--- src/rtl/seq_left_shifter_pkg.sv ---
// Shared types and constants for the sequential left shifter.
package shift_pkg;

  // Datapath width used when the top is not overridden.
  localparam int unsigned DEFAULT_WIDTH = 32;

  // Control states: waiting for an operand, stepping stages, holding a result.
  typedef enum logic [1:0] {
    IDLE  = 2'd0,
    SHIFT = 2'd1,
    DONE  = 2'd2
  } shiftStateT;

  // True when w is a power of two within the supported datapath range.
  function automatic bit widthSupported(input int unsigned w);
    return (w >= 8) && (w <= 64) && ((w & (w - 1)) == 0);
  endfunction

endpackage

--- src/rtl/seq_left_shifter_if.sv ---
// Operand request / result handshake bundle for the sequential left shifter.
interface seq_left_shifter_if
  import shift_pkg::*;
#(
  parameter int unsigned WIDTH = DEFAULT_WIDTH
);

  localparam int unsigned SHW = $clog2(WIDTH);

  logic             in_valid;
  logic             in_ready;
  logic [WIDTH-1:0] data_in;
  logic [SHW-1:0]   shamt;
  logic             rotate;
  logic             out_valid;
  logic             out_ready;
  logic [WIDTH-1:0] data_out;

  // Producer/consumer side that feeds operands and takes results.
  modport master (
    output in_valid, data_in, shamt, rotate, out_ready,
    input  in_ready, out_valid, data_out
  );

  // Shifter side.
  modport slave (
    input  in_valid, data_in, shamt, rotate, out_ready,
    output in_ready, out_valid, data_out
  );

endinterface

--- src/rtl/seq_left_shifter_stage.sv ---
// One conditional left shift or rotate by 2^k; purely combinational.
module left_shift_stage
  import shift_pkg::*;
#(
  parameter int unsigned WIDTH = DEFAULT_WIDTH
) (
  input  logic [WIDTH-1:0]         value,
  input  logic [$clog2(WIDTH)-1:0] k,
  input  logic                     enable,
  input  logic                     rotate,
  output logic [WIDTH-1:0]         result
);

  localparam int unsigned SHW = $clog2(WIDTH);

  logic [SHW:0]         amount;
  logic [2*WIDTH-1:0]   doubled;
  logic [2*WIDTH-1:0]   shifted;

  // Upper half of {value, fill} << 2^k: fill = value wraps for rotate, zeros otherwise.
  always_comb begin
    amount  = (SHW + 1)'(1) << k;
    doubled = {value, (rotate ? value : {WIDTH{1'b0}})};
    shifted = doubled << amount;
    result  = enable ? shifted[2*WIDTH-1 -: WIDTH] : value;
  end

endmodule

--- src/rtl/seq_left_shifter.sv ---
// Sequential barrel shifter: one 2^k stage per cycle, SHW cycles per operand.
module seq_left_shifter
  import shift_pkg::*;
#(
  parameter int unsigned WIDTH = DEFAULT_WIDTH
) (
  input  logic               clock,
  input  logic               reset_n,
  seq_left_shifter_if.slave  bus
);

  localparam int unsigned SHW = $clog2(WIDTH);

  shiftStateT       state;
  logic [SHW-1:0]   counter;
  logic [WIDTH-1:0] work;
  logic [SHW-1:0]   shamtQ;
  logic             rotateQ;
  logic [WIDTH-1:0] dataOut;
  logic             inReady;
  logic             outValid;
  logic [WIDTH-1:0] stageOut;

  // Single shared stage; the counter selects which power of two it applies.
  left_shift_stage #(.WIDTH(WIDTH)) stage (
    .value  (work),
    .k      (counter),
    .enable (shamtQ[counter]),
    .rotate (rotateQ),
    .result (stageOut)
  );

  // Control FSM with registered handshake flags and result register.
  always_ff @(posedge clock or negedge reset_n) begin
    if (!reset_n) begin
      state    <= IDLE;
      counter  <= '0;
      work     <= '0;
      shamtQ   <= '0;
      rotateQ  <= 1'b0;
      dataOut  <= '0;
      inReady  <= 1'b0;
      outValid <= 1'b0;
    end else begin
      case (state)
        IDLE: begin
          inReady  <= 1'b1;
          outValid <= 1'b0;
          // inReady is still 0 on the first edge after reset, so nothing is taken then.
          if (bus.in_valid && inReady) begin
            work    <= bus.data_in;
            shamtQ  <= bus.shamt;
            rotateQ <= bus.rotate;
            counter <= SHW'(SHW - 1);
            inReady <= 1'b0;
            state   <= SHIFT;
          end
        end
        SHIFT: begin
          work <= stageOut;
          if (counter == '0) begin
            dataOut  <= stageOut;
            outValid <= 1'b1;
            state    <= DONE;
          end else begin
            counter <= counter - SHW'(1);
          end
        end
        DONE: begin
          // Returning to IDLE here means the earliest next accept is one edge later.
          if (bus.out_ready) begin
            outValid <= 1'b0;
            inReady  <= 1'b1;
            state    <= IDLE;
          end
        end
        default: begin
          inReady  <= 1'b0;
          outValid <= 1'b0;
          state    <= IDLE;
        end
      endcase
    end
  end

  assign bus.in_ready  = inReady;
  assign bus.out_valid = outValid;
  assign bus.data_out  = dataOut;

endmodule

--- src/flat_wrapper.sv ---
// flat-port wrapper written by rule: the top's interface ports become plain ports
module seq_left_shifter_flat import shift_pkg::*;
#(
  parameter int unsigned WIDTH = DEFAULT_WIDTH
)
  (clock, reset_n, bus_in_valid, bus_data_in, bus_shamt, bus_rotate, bus_out_ready, bus_in_ready, bus_out_valid, bus_data_out);
  seq_left_shifter_if #(.WIDTH(WIDTH)) bus_i ();
  input  logic clock;
  input  logic reset_n;
  input wire logic [$bits(bus_i.in_valid)-1:0] bus_in_valid;
  input wire logic [$bits(bus_i.data_in)-1:0] bus_data_in;
  input wire logic [$bits(bus_i.shamt)-1:0] bus_shamt;
  input wire logic [$bits(bus_i.rotate)-1:0] bus_rotate;
  input wire logic [$bits(bus_i.out_ready)-1:0] bus_out_ready;
  output wire logic [$bits(bus_i.in_ready)-1:0] bus_in_ready;
  output wire logic [$bits(bus_i.out_valid)-1:0] bus_out_valid;
  output wire logic [$bits(bus_i.data_out)-1:0] bus_data_out;
  assign bus_i.in_valid = bus_in_valid;
  assign bus_i.data_in = bus_data_in;
  assign bus_i.shamt = bus_shamt;
  assign bus_i.rotate = bus_rotate;
  assign bus_i.out_ready = bus_out_ready;
  assign bus_in_ready = bus_i.in_ready;
  assign bus_out_valid = bus_i.out_valid;
  assign bus_data_out = bus_i.data_out;
  seq_left_shifter #(.WIDTH(WIDTH)) u_core (.clock(clock), .reset_n(reset_n), .bus(bus_i));
endmodule
--- config.mk ---
export PLATFORM = sky130hd
export DESIGN_NAME = seq_left_shifter_flat
export DESIGN_NICKNAME = d
export VERILOG_FILES = /design/src/rtl/seq_left_shifter_pkg.sv /design/src/rtl/seq_left_shifter_if.sv /design/src/rtl/seq_left_shifter_stage.sv /design/src/rtl/seq_left_shifter.sv /design/src/flat_wrapper.sv
export SDC_FILE = /design/constraint.sdc
export NUM_CORES = 1
export LEC_CHECK = 0
export CORE_MARGIN = 5
export CORE_UTILIZATION = 44
export CTS_BUF_LIST = sky130_fd_sc_hd__clkbuf_4 sky130_fd_sc_hd__clkbuf_8
export CTS_CLUSTER_SIZE = 12
export DETAILED_ROUTE_END_ITERATION = 8
export PLACE_DENSITY = 0.69
export SLEW_MARGIN = 10
export SYNTH_ARGS = -nofsm -noshare
export SYNTH_HDL_FRONTEND = slang
export SYNTH_SLANG_ARGS = --single-unit
export TNS_END_PERCENT = 20
--- constraint.sdc ---
create_clock -name clock -period 2.2 [get_ports clock]
set_input_delay 0.22 -clock clock [delete_from_list [all_inputs] [get_ports clock]]
set_output_delay 0.22 -clock clock [all_outputs]
set_load 0.005 [all_outputs]
==> flow_summary_export.csv <==
group,metric,value,unit
yosys,syn_nets,638,
placement,place_hpwl,17.1,mm
yosys,synth-seq-cells,79,
timing,fin_skew,14.5,ps
yosys,synth_top_family_by_area,"compound AO/OA/AOI/OAI gates",
yosys,yosys_warnings,0,
placement,globalplace.congestion,1.06,
setup_path,crit_fanout,13,
floorplanning,core-area,12000,sq um
setup_path,cp_cell_sequence,"buf_12, or4b_1, buf_4, o21ai_0, nor2_1, a32oi_2, o311ai_1",
yosys,synth_simple_gate_area_frac,0.185,
timing,rsz0062_at_grt,"yes",
setup_path,worst-setup-path-type,"reg -> reg",
yosys,syn_avg_cell_area,9.00,sq um
run,maxCapViolCount,0,
timing,period_share,0.986,
setup_path,endpoint_kind,"flop",
timing,slew_viol_final,0,
setup_path,endpoint,"u_core.work[19]",
global_route,grt_pass1_wl,34.9,mm
placement,io_buffers,75,
detailed_routing,drtPass1Iterations,7,
worst_hold_path,min_path_type,"in -> async",
floorplanning,die_area,14400,sq um
setup_path,cpMaxStageDelayCell,"or4b_1",
pwr,power.leakage,3.14,nW
cts,cts_max_level,3,
finish,drive_above_1_share,0.267,
finish,diodes,0,
finish,syn2layout_area_growth,38.3,%
cts,clkSinkCount,79,
yosys,synth_area_leaders,"dfrtp_1 37%, mux4_2 8.0%, nand2_1 6.1%",
finish,nFillCells,1065,
yosys,ys_types,63,
setup_path,cp.required,2430,ps
yosys,synth_ff_type,"dfrtp_1",
floorplanning,start_util,0.447,
yosys,synth_area,5340,sq um
detailed_routing,via_per_inst,6.37,
run_status,status,"complete, no violations",
placement,preCtsSetupSlack,-35.4,ps
yosys,synth-edff-count,0,
timing,slew-limit-headroom,0.626,
timing,max_freq,461,MHz
setup_path,critPathLaunch,"u_core.counter[1]",
yosys,synth_top_area_frac,0.370,
finish,mostFrequentLayoutCells,"114 x buf_4, 86 x nand2_1, 76 x dfrtp_1",
setup_path,r2r_slack,30,ps
global_route,grt_antenna_before_repair,0,
setup_path,r2r-end,"u_core.work[19]",
setup_path,critical-path-max-stage-delay,650,ps
setup_path,r2r_start,"u_core.counter[1]",
timing,setup_violations,0,
cts,clk_latency,380,ps
detailed_routing,vias,5756,
detailed_routing,wl_per_cell,25.2,microns
detailed_routing,ant_nets,0,
pwr,irDropWorstVdd,1.12,mV
cts,cts-root-buf,"clkbuf_8",
yosys,seq_area_frac_synth,0.370,
finish,layout_commonest_cell,"buf_4",
yosys,synthXorXnorAreaFrac,0.00328,
yosys,synth_compound_gate_area_share,0.236,
detailed_routing,drcViolationCount,0,
yosys,synthMuxAreaShare,0.148,
timing,setup_slack,31.6,ps
floorplanning,die_w,120,microns
global_route,grt_max_degree,42,
setup_path,arrival,2400,ps
finish,fin_util,0.618,
cts,cts_buffer_depth,2,
timing,hold_violations,0,
timing,tns,0,ps
setup_path,reg2reg_depth,7,
floorplanning,row_count,40,
yosys,synth_async_sr_flop_share,1.00,
floorplanning,die_y,120,microns
timing,worst_slew_pin_slew,561,ps
timing,min_period,2170,ps
yosys,post_synth_fa_ha_maj_area_fraction,0.00468,
setup_path,cp-start-kind,"flop",
floorplanning,ios,76,
cts,cts_tree,"built",
global_route,grt_pass1_vias,5628,
yosys,synth_cells,594,
yosys,yosysTopAreaCell,"dfrtp_1",
cts,cts_buffers,9,
cts,clk_pin_slew_worst_paths,90,ps
finish,fin_nets,795,
global_route,grt_use_total,0.320,
detailed_routing,drt_iter0_markers,506,
global_route,grt_overflow,0,
detailed_routing,drt_wl_total,22.8,mm
pwr,power_density,1850,nW/um^2
==> cell usage after synthesis (9+ instances only) <==
cell      number
nand2_1       87
dfrtp_1       79
o21ai_0       54
nor2_1        42
nand3_1       29
clkbuf_1      28
mux2i_1       24
a22oi_1       22
buf_2         20
mux4_2        19
a21oi_1       17
a31oi_1       17
o211ai_1      17
mux2_2        11
inv_1          9
==> critical path, delay by kind of cell, from the launching register on <==
kind / cells / cell delay (ps)
AOI/OAI and AO/OA: 3 / 500
buffers and inverters: 2 / 370
DFF: 1 / 420
and+or+nand+nor: 2 / 740
==> state kept, by name, summed over array words and instances (netlist names) <==
| name | count |
|---|---|
| u_core.bus.data_out | 32 |
| u_core.work | 32 |
| u_core.rotateQ | 1 |
| u_core.counter | 5 |
| u_core.bus.out_valid | 1 |
| u_core.state | 2 |
| u_core.bus.in_ready | 1 |
| u_core.shamtQ | 5 |
==> cell families after synthesis <==
logic type	Yosys count
and+or+nand+nor	206
AOI/OAI and AO/OA	188
DFF	79
buffers and inverters	63
muxes	54
xor gates and xnor gates	2
adders and majority gates	2
==> how the worst min path moves through the flow <==
stage                     depth (start not counted)                       to
final                                             2  u_core.bus.data_out[17]
after global placement                            1  u_core.bus.data_out[17]
after global routing                              3         u_core.shamtQ[0]
after floorplan                                   0   u_core.bus.data_out[0]
after CTS                                         3         u_core.shamtQ[1]
after detailed placement                          1  u_core.bus.data_out[17]
==> power breakdown <==
part / switching [W] / total [W] / internal [W] / leakage [nW]
logic: 0.00499 / 0.00947 / 0.00449 / 2.05
registers: 0.000958 / 0.00310 / 0.00214 / 0.978
clock network: 0.000558 / 0.00113 / 0.000575 / 0.107
==> per-layer routing <==
metal	up-vias	global-route usage	wire length, microns
li1	2547	-	-
met1	2830	0.431	9390
met2	323	0.501	10500
met3	56	0.0711	2130
met4	0	0.133	818
met5	-	0	0
==> stage by stage <==
stage	cell area, sq um	hold WS, ps	instances	total power [W]
finish	7390	358	903	0.0137
CTS	7270	366	898	0.0132
floorplan	5340	-75.6	594	0.00752
global route	7390	389	903	0.0144
detailed placement	7040	245	881	0.0120
global placement	7040	236	881	0.0120
==> timing repair <==
action,in CTS,in global routing
resized for setup,4,20
setup endpoints to repair,6,34
buffers inserted,0,6
pin swaps,0,5
hold buffers,1,0
cloned,0,0
hold endpoints to repair,38,0
==> cell type report <==
class | instances | area [sq um] | share of cell area
inverter | 9 | 37.5 | 0.00508
timing repair buffer | 200 | 1800 | 0.244
clock buffer | 12 | 153 | 0.0206
multi-input combinational | 452 | 3190 | 0.431
clock inverter | 4 | 45.0 | 0.00609
tap | 147 | 184 | 0.0249
sequential | 79 | 1980 | 0.268
Note: power is estimated with default switching activity, not from simulation.
